<file path="src/rtl/xaui_rx_lane_autosteer.sv">
// Registered XAUI RX lane steering with per-channel /S/-based lane-reversal detection.
// Each channel steers manually from cfg_steer or locks onto the lane order after LOCK_COUNT consistent /S/ votes.
module xaui_rx_lane_autosteer #(
  parameter int unsigned     N_CH       = 8,
  parameter int unsigned     LANES      = 4,
  parameter int unsigned     BPL        = 2,
  parameter int unsigned     LOCK_COUNT = 16,
  parameter logic [N_CH-1:0] STEER_INIT = '0,
  parameter logic [N_CH-1:0] AUTO_INIT  = '0
) (
  input  logic                          clk,
  input  logic                          rst,
  input  logic [N_CH-1:0]               cfg_auto,
  input  logic [N_CH-1:0]               cfg_steer,
  input  logic [N_CH*LANES*BPL*8-1:0]   rxdata_in,
  input  logic [N_CH*LANES*BPL-1:0]     rxcharisk_in,
  input  logic [N_CH*LANES*BPL-1:0]     rxcodevalid_in,
  input  logic [N_CH*LANES-1:0]         rxsyncok_in,
  input  logic [N_CH*LANES-1:0]         rxlock_in,
  output logic [N_CH*LANES*BPL*8-1:0]   rxdata_out,
  output logic [N_CH*LANES*BPL-1:0]     rxcharisk_out,
  output logic [N_CH*LANES*BPL-1:0]     rxcodevalid_out,
  output logic [N_CH*LANES-1:0]         rxsyncok_out,
  output logic [N_CH*LANES-1:0]         rxlock_out,
  output logic [N_CH-1:0]               steer_active,
  output logic [N_CH-1:0]               auto_locked
);

  localparam int unsigned DW       = BPL * 8;
  localparam logic [7:0]  LOCK_CNT = 8'(LOCK_COUNT);

  typedef enum logic {HUNT, LOCKED} state_t;

  logic [N_CH*LANES*BPL*8-1:0] rxdata_d, rxdata_q;
  logic [N_CH*LANES*BPL-1:0]   rxcharisk_d, rxcharisk_q;
  logic [N_CH*LANES*BPL-1:0]   rxcodevalid_d, rxcodevalid_q;
  logic [N_CH*LANES-1:0]       rxsyncok_d, rxsyncok_q;
  logic [N_CH*LANES-1:0]       rxlock_d, rxlock_q;

  logic [N_CH-1:0] steer_d, steer_q;
  logic [N_CH-1:0] cand_d, cand_q;
  logic [N_CH-1:0] auto_q;
  state_t          state_d [N_CH];
  state_t          state_q [N_CH];
  logic [7:0]      cnt_d [N_CH];
  logic [7:0]      cnt_q [N_CH];

  // Whole-lane selection from the registered steer bit, so a steer change never splits a word.
  always_comb begin : steer_path
    int unsigned src, dst;
    rxdata_d      = '0;
    rxcharisk_d   = '0;
    rxcodevalid_d = '0;
    rxsyncok_d    = '0;
    rxlock_d      = '0;
    for (int unsigned j = 0; j < N_CH; j++) begin
      for (int unsigned l = 0; l < LANES; l++) begin
        dst = j * LANES + l;
        src = steer_q[j] ? (j * LANES + LANES - 1 - l) : dst;
        rxdata_d[dst*DW +: DW]        = rxdata_in[src*DW +: DW];
        rxcharisk_d[dst*BPL +: BPL]   = rxcharisk_in[src*BPL +: BPL];
        rxcodevalid_d[dst*BPL +: BPL] = rxcodevalid_in[src*BPL +: BPL];
        rxsyncok_d[dst]               = rxsyncok_in[src];
        rxlock_d[dst]                 = rxlock_in[src];
      end
    end
  end

  always_comb begin : steer_fsm
    int unsigned i0, i1;
    logic       sync_all, hit_n, hit_r, v_valid, v_rev, b_cand;
    logic [7:0] b_cnt;
    steer_d = steer_q;
    cand_d  = cand_q;
    for (int unsigned j = 0; j < N_CH; j++) begin
      state_d[j] = state_q[j];
      cnt_d[j]   = cnt_q[j];
      sync_all   = &rxsyncok_in[j*LANES +: LANES];
      hit_n      = 1'b0;
      hit_r      = 1'b0;
      for (int unsigned b = 0; b < BPL; b++) begin
        i0 = (j * LANES) * BPL + b;
        i1 = (j * LANES + LANES - 1) * BPL + b;
        hit_n = hit_n | ((rxdata_in[i0*8 +: 8] == 8'hFB) & rxcharisk_in[i0] & rxcodevalid_in[i0]);
        hit_r = hit_r | ((rxdata_in[i1*8 +: 8] == 8'hFB) & rxcharisk_in[i1] & rxcodevalid_in[i1]);
      end
      v_valid = sync_all & (hit_n ^ hit_r);
      v_rev   = hit_r;
      // First auto cycle hunts from the steer value already applied.
      b_cand  = auto_q[j] ? cand_q[j] : steer_q[j];
      b_cnt   = auto_q[j] ? cnt_q[j] : 8'd0;

      if (!cfg_auto[j]) begin
        state_d[j] = HUNT;
        cnt_d[j]   = 8'd0;
        steer_d[j] = cfg_steer[j];
      end else begin
        unique case (state_q[j])
          HUNT: begin
            cand_d[j] = b_cand;
            cnt_d[j]  = b_cnt;
            if (v_valid) begin
              if (v_rev == b_cand) begin
                cnt_d[j] = (b_cnt == 8'hFF) ? b_cnt : b_cnt + 8'd1;
              end else begin
                cand_d[j] = v_rev;
                cnt_d[j]  = 8'd1;
              end
            end
            if (cnt_d[j] == LOCK_CNT) begin
              state_d[j] = LOCKED;
              steer_d[j] = cand_d[j];
              cnt_d[j]   = 8'd0;
            end
          end
          LOCKED: begin
            // In LOCKED the counter tracks the run of votes opposing the held steer.
            if (!sync_all) begin
              state_d[j] = HUNT;
              cnt_d[j]   = 8'd0;
            end else if (v_valid) begin
              if (v_rev != steer_q[j]) begin
                cnt_d[j] = cnt_q[j] + 8'd1;
                if (cnt_d[j] == LOCK_CNT) begin
                  state_d[j] = HUNT;
                  cnt_d[j]   = 8'd0;
                end
              end else begin
                cnt_d[j] = 8'd0;
              end
            end
          end
          default: begin
            state_d[j] = HUNT;
            cnt_d[j]   = 8'd0;
          end
        endcase
      end
    end
  end

  always_ff @(posedge clk) begin
    if (rst) begin
      rxdata_q      <= '0;
      rxcharisk_q   <= '0;
      rxcodevalid_q <= '0;
      rxsyncok_q    <= '0;
      rxlock_q      <= '0;
      steer_q       <= STEER_INIT;
      cand_q        <= STEER_INIT;
      auto_q        <= AUTO_INIT;
      for (int unsigned j = 0; j < N_CH; j++) begin
        state_q[j] <= HUNT;
        cnt_q[j]   <= 8'd0;
      end
    end else begin
      rxdata_q      <= rxdata_d;
      rxcharisk_q   <= rxcharisk_d;
      rxcodevalid_q <= rxcodevalid_d;
      rxsyncok_q    <= rxsyncok_d;
      rxlock_q      <= rxlock_d;
      steer_q       <= steer_d;
      cand_q        <= cand_d;
      auto_q        <= cfg_auto;
      for (int unsigned j = 0; j < N_CH; j++) begin
        state_q[j] <= state_d[j];
        cnt_q[j]   <= cnt_d[j];
      end
    end
  end

  always_comb begin
    for (int unsigned j = 0; j < N_CH; j++) begin
      auto_locked[j] = (state_q[j] == LOCKED);
    end
  end

  assign rxdata_out      = rxdata_q;
  assign rxcharisk_out   = rxcharisk_q;
  assign rxcodevalid_out = rxcodevalid_q;
  assign rxsyncok_out    = rxsyncok_q;
  assign rxlock_out      = rxlock_q;
  assign steer_active    = steer_q;

endmodule

</file>
<file path="config.mk">
export PLATFORM = sky130hd
export DESIGN_NAME = xaui_rx_lane_autosteer
export DESIGN_NICKNAME = d
export VERILOG_FILES = /design/src/rtl/xaui_rx_lane_autosteer.sv
export SDC_FILE = /design/constraint.sdc
export NUM_CORES = 2
export LEC_CHECK = 0
export ABC_AREA = 0
export BUFFER_PORTS_ARGS = -buffer_cell sky130_fd_sc_hd__buf_2
export CORE_AREA = 8 8 558 560
export CTS_BUF_LIST = sky130_fd_sc_hd__clkbuf_16
export CTS_CLUSTER_SIZE = 28
export DETAILED_ROUTE_END_ITERATION = 10
export DIE_AREA = 0 0 566 568
export HOLD_SLACK_MARGIN = 0.03
export PLACE_DENSITY = 0.36
export SETUP_SLACK_MARGIN = 0.05
export SYNTH_ARGS = -nofsm -noshare
export SYNTH_HDL_FRONTEND = slang
export SYNTH_SLANG_ARGS = --single-unit
</file>
<file path="constraint.sdc">
create_clock -name clk -period 9.1 [get_ports clk]
set_input_delay 1.365 -clock clk [delete_from_list [all_inputs] [get_ports clk]]
set_output_delay 1.365 -clock clk [all_outputs]
set_load 0.03 [all_outputs]
</file>
# Word level (Yosys, flattened, before mapping)
# Memory sizes are Yosys's and may differ from the RTL's.
# Cells that the tools add are included.
[totals] reg_bits=728 ramBits=72 in_bits=722 out_inout_bits=720 elab_cells=787 mem_count=2
[op_classes] addsub=16 magnitude_cmp=32 n_eq_ne=88 n_shift=96 n_mux=387 bitwise=120 reduce_logical=24
[mem_list] name="cnt_q" words=8 width=8 read_ports=8 rd_ports_with_merged_regs=0 wr=8 line_no="46" source="logic [7:0] cnt_q [N_CH];"
[mem_list] name="state_q" words=8 width=1 read_ports=8 rd_ports_with_merged_regs=0 wr=8 line_no="44" source="state_t state_q [N_CH];"
[op_table] cell="$shiftx A512 B10 Y16" count=16
[op_table] cell="$shiftx A512 B9 Y16" count=8
[op_table] cell="$shiftx A512 B7 Y16" count=4
[op_table] cell="$shiftx A512 B8 Y16" count=4
[op_table] cell="$shiftx A64 B7 Y2" count=32
[op_table] cell="$shiftx A64 B6 Y2" count=16
[op_table] cell="$mux W8" count=104
[op_table] cell="$shiftx A64 B4 Y2" count=8
[op_table] cell="$shiftx A64 B5 Y2" count=8
[op_table] cell="$bmux W1 S5" count=64
[op_table] cell="$eq A8 B8 Y1 const B" count=40
[op_table] cell="$mux W1" count=171
[op_table] cell="$add A8 B1 Y8 const B" count=16
[op_table] cell="$eq A8 B5 Y1 const B" count=16
[op_table] cell="$pmux W8 S2" count=8
[op_table] cell="$lt A5 B6 Y1 const B" count=16
[op_table] cell="$and A1 B1 Y1" count=72
[op_table] cell="$mux W2" count=32
[op_table] cell="$lt A4 B6 Y1 const B" count=8
[op_table] cell="$or A1 B1 Y1" count=32
[op_table] cell="$reduce_and A2 Y1" count=16
[op_table] cell="$reduce_and A4 Y1" count=8
[op_table] cell="$lt A2 B6 Y1 const B" count=4
[op_table] cell="$lt A3 B6 Y1 const B" count=4
[op_table] cell="7 further kinds" count=56

# Depth between registers and ports, before layout
[depth] ltp_word=14 ltp_mapped=14 ltp_nobuf=12

# Worst setup path after synthesis
# No wires, ideal clock.
[synth_timing] path_kind="in2reg" from="input port rxdata_in[266]" to="register steer_q[4], in the netlist steer_active[4]" setup_time_ns=0.103 arrival_ns=3.865 required_ns=8.997 path_slack_ns=5.132 stages=8 n_path_buf=0 path_cell_list="nand2b_4 or4_4 a211oi_2 mux2_4 a311oi_1 or3_1 or4_4 a2111oi_2"
[synth_between] elab_chain_len=12 elab_cells_between_ends=16 classes_between="3 x eq/ne; 7 x mux; 5 x bitwise; 1 x reduce/logical"
[synth_lines] item="from (decl)" line_no="15" source="input logic [N_CH*LANES*BPL*8-1:0] rxdata_in,"
[synth_lines] item="$eq A8 B8 Y1 (*)" line_no="84" source="hit_n = hit_n | ((rxdata_in[i0*8 +: 8] == 8'hFB) & rxcharisk_in[i0] & rxcodevalid_in[i0]);"
[synth_lines] item="$and A1 B1 Y1 (*) (2 in a row)" line_no="84"
[synth_lines] item="$or A1 B1 Y1 (*)" line_no="84"
[synth_lines] item="$xor A1 B1 Y1 (*)" line_no="87" source="v_valid = sync_all & (hit_n ^ hit_r);"
[synth_lines] item="$and A1 B1 Y1 (*)" line_no="87"
[synth_lines] item="$mux W8" line_no="102" source="if (v_valid) begin"
[synth_lines] item="$mux W8" line_no="98" source="unique case (state_q[j])"
[synth_lines] item="$mux W8" line_no="93" source="if (!cfg_auto[j]) begin"
[synth_lines] item="$eq A8 B5 Y1" line_no="110" source="if (cnt_d[j] == LOCK_CNT) begin"
[synth_lines] item="$ne A2 B1 Y1 (no source line)"
[synth_lines] item="$reduce_and A2 Y1 (no source line)"
[synth_lines] item="to (signal assigned)" line_no="162" source="steer_q <= steer_d;"
[synth_lines] item="to (decl)" line_no="40" source="logic [N_CH-1:0] steer_d, steer_q;"
# Mark *: on every way between the ends. The rest lies on a longest branch, timed or not. The select of a mux whose other input is x is not followed.
# A chain may end at the register's enable or synchronous reset.

# Final worst setup path
[layout_timing] from="register steer_q[5], in the netlist steer_active[5]" to="output port steer_active[5]"
[layout_rtl] item="to (decl)" line_no="25" source="output logic [N_CH-1:0] steer_active,"
# No word-level cell between the ends.

==> reports/results.tsv <==
metric	value	unit
Internal	7010	µW
gr ovfl total	0	
Tot Pwr	10300	µW
largest net degree at the start of global routing	157	
VDD IR max	136	µV
final instance area	50200	µm²
CP endpoint kind	primary output	
worst hold stages	2	
root buf cell	clkbuf_16	
final hold violations	0	
Crit path largest cell delay	0.85	ns
residual DRC count	0	
CP required	7.74	ns
NetSw	3280	µW
final worst path period need	4.24	ns
flop2flop setup slack	5.16	ns
final antenna-violating net count	0	
Worst setup SP type	flip-flop	
top cell type by total area after synthesis	dfxtp_1	
via count	35100	
Synth Area in Simple Gates	18.9	%
GP Congestion	0.938	
unrepaired setup endpoints after global routing	false	
Seq cells post-synth	800	
prevailing post-synth register cell	dfxtp_1	
r2r endpoint	steer_active[7]$_SDFFE_PP0P_	
Yosys top cell area share	46.1	%
area grow syn2layout	44.3	%
FF-to-FF Start	auto_q[7]$_SDFF_PP0_	
slew margin rel.	22.5	%
total setup buffers inserted after CTS	0	
Hold Buf Count CTS	0	
post-route clock skew	0.0747	ns
reg2reg path depth	12	
HP Class	reg -> reg	
Iter 0 DRT Violations	2008	
syn_area_per_cell	9.11	µm²
vias in the first global route	35700	
CTS tree	done	
Lkg Pwr	0.0213	µW
Worst Hold End	cand_q[0]$_SDFFE_PP0P_	
Worst Path Buf+Inv	2	
GRT Total Usage	13.8	%
Max FO, Critical Path	59	
Mapped Cells	3814	
largest family of logic cells by synthesized area	multiplexers	
routed len/inst	25.5	µm
row count	202	
via/cell ratio	3.80	
Sw Share	31.9	%
adder-cell share of the synthesized area	0.648	%
critical-path cell list	buf_4 > buf_2	
Area after DPL	46300	µm²
pwr/cell area	205	nW/µm²
Synth warnings	0	
Layout Nets	5890	
clock tree sinks	800	
number of setup violations in the final report	0	
Final Cycle Share	46.6	%
multiplexer share of the synthesized area	21.0	%
dpl hpwl	198000	µm
Reg clk slew, reported paths	0.06	ns
Syn Std Cell Area	34800	µm²
die height	568	µm
initial core utilization	11.5	%
max-cap check violation count	0	
core footprint	302000	µm²
FFs w/ async S/R, synth	0	%
Worst Path Arrival	2.87	ns
Pre-antenna DRT Iters	5	
Critical Path Source	steer_active[5]$_SDFFE_PP0P_	
final number of max-transition violations	0	
total negative slack	0	ns
die area	321000	µm²
Synth area leaders	dfxtp_1, mux2i_1, nor2_1, clkbuf_1, nand2_1	
Post-Synth XOR/XNOR Area	0.605	%
slew of the pin with the lowest slew margin	1.16	ns
CP max-delay cell	buf_4	
Yosys cell types	80	
# IOs	1442	
Largest delay share family, worst path	buffers and inverters	
first-pass GRT wire length	314000	µm
Hold Crit Start	cand_q[0]$_SDFFE_PP0P_	
clock latency on the worst-skew pair	0.85	ns
register area share after synthesis	46.1	%
Synth Area in Compound Gates	9.42	%
Logic pwr share	17.1	%
initial antenna violation count	95	
Die Wd	566	µm
Max Clock Freq	236	MHz
Reg power frac	37.6	%
H-tree depth	3	
share of layout cells above drive strength 1	32.1	%
CTS buffer count	114	
post_cts resized	0	
Total Wirelength	235000	µm
Port Buffers	1441	
worst-case clock buffer depth	4	
Net Count, Synth	4554	
Min Hold Slack	0.482	ns
number of synthesized flops with an enable pin	0	
critical path type	reg -> out	
clock share of power	45.3	%
status	finished, final reports clean	
-- area by class of cell --
type,count,area [µm²]
Clock buffer,117,2930
Clock inverter,86,896
Timing Repair Buffer,1464,7430
Multi-Input combinational cell,2706,17600
Antenna cell,12,30.0
Fill cell,34300,252000
Tap cell,3978,4980
Inverter,64,240
Sequential cell,800,16000
-- power by group through the flow --
| stage | clock network (µW) | logic [µW] | registers (µW) |
|---|---|---|---|
| after global routing | 5020 | 1880 | 3890 |
| after floorplan | 0 | 496 | 4320 |
| after detailed placement | 0 | 1810 | 3950 |
| after CTS | 4900 | 1810 | 3870 |
| after global placement | 0 | 1810 | 3950 |
| final | 4660 | 1760 | 3870 |
-- sequential cells by signal, summed over array words and instances (netlist names) --
name	flops
rxdata_out	512
cnt_q	64
rxcharisk_out	64
rxcodevalid_out	64
rxlock_out	32
rxsyncok_out	32
auto_q	8
cand_q	8
state_q	8
steer_active	8
-- routing by layer --
metal | share of wire (%) | GRT usage (%) | routed length, µm
met4 | 2.3 | 2.88 | 5420
met5 | 0.13 | 0 | 305
met2 | 48 | 23.8 | 112000
met1 | 41 | 16.4 | 96400
met3 | 8.9 | 5.13 | 21000
-- how the worst max path moves through the flow --
stage	end	depth (start not counted)
2_1_floorplan	steer_active[4]$_SDFFE_PP0P_	8
3_3_place_gp	steer_active[1]$_SDFFE_PP0P_	10
3_5_place_dp	steer_active[1]$_SDFFE_PP0P_	10
4_1_cts	steer_active[5]	2
5_1_grt	steer_active[5]	2
6_report	steer_active[5]	2
-- tightest hold or removal path, cell delays in order (launching register included) --
cell and delay [ns]:
dfxtp_1 0.32, inv_1 0.06, a211oi_1 0.05
-- Yosys cell counts, drive strengths merged (16+ instances only) --
cell    number
nor2       847
dfxtp      800
mux2i      720
clkbuf     198
nand2      168
o21ai      113
a21oi       94
nand3       84
nand4       65
inv         64
nor3        47
buf         46
nor4        38
a22oi       29
a211oi      28
and3        28
nand2b      28
or4         25
a31oi       24
and2        24
o32ai       23
o211ai      21
or3         21
and4        19
nand4b      19
ha          18
o22ai       18
xnor2       16
-- cell families after synthesis --
family                     count (synthesis)
AOI/OAI and AO/OA                        485
xor gates and xnor gates                  24
adders and majority gates                 18
buffers and inverters                    308
DFF                                      800
muxes                                    728
and+or+nand+nor                         1451
-- layout by cell type, fill, tap and decap left out, drive strengths merged, types with 19 or more instances in the layout --
| cell type | n |
|---|---|
| a31oi | 24 |
| buf | 1464 |
| a21oi | 94 |
| a211oi | 28 |
| nand2b | 28 |
| nand4 | 65 |
| inv | 88 |
| nand3 | 84 |
| and3 | 28 |
| nor3 | 47 |
| clkbuf | 117 |
| o21ai | 113 |
| o211ai | 21 |
| or4 | 25 |
| nor2 | 847 |
| and4 | 19 |
| and2 | 24 |
| nor4 | 38 |
| nand4b | 19 |
| dfxtp | 800 |
| clkinv | 37 |
| nand2 | 168 |
| mux2i | 720 |
| o32ai | 23 |
| a22oi | 29 |
| or3 | 21 |
-- metrics by stage --
step / std cells / setup slack [ns] / utilization, %
finish: 9227 / 4.86 / 16.6
global route: 9217 / 4.67 / 16.6
CTS: 9215 / 4.70 / 16.6
detailed placement: 9012 / 3.99 / 15.3
global placement: 9012 / 3.85 / 15.3
floorplan: 3814 / 5.13 / -
Note: power is estimated with default switching activity, not from simulation.
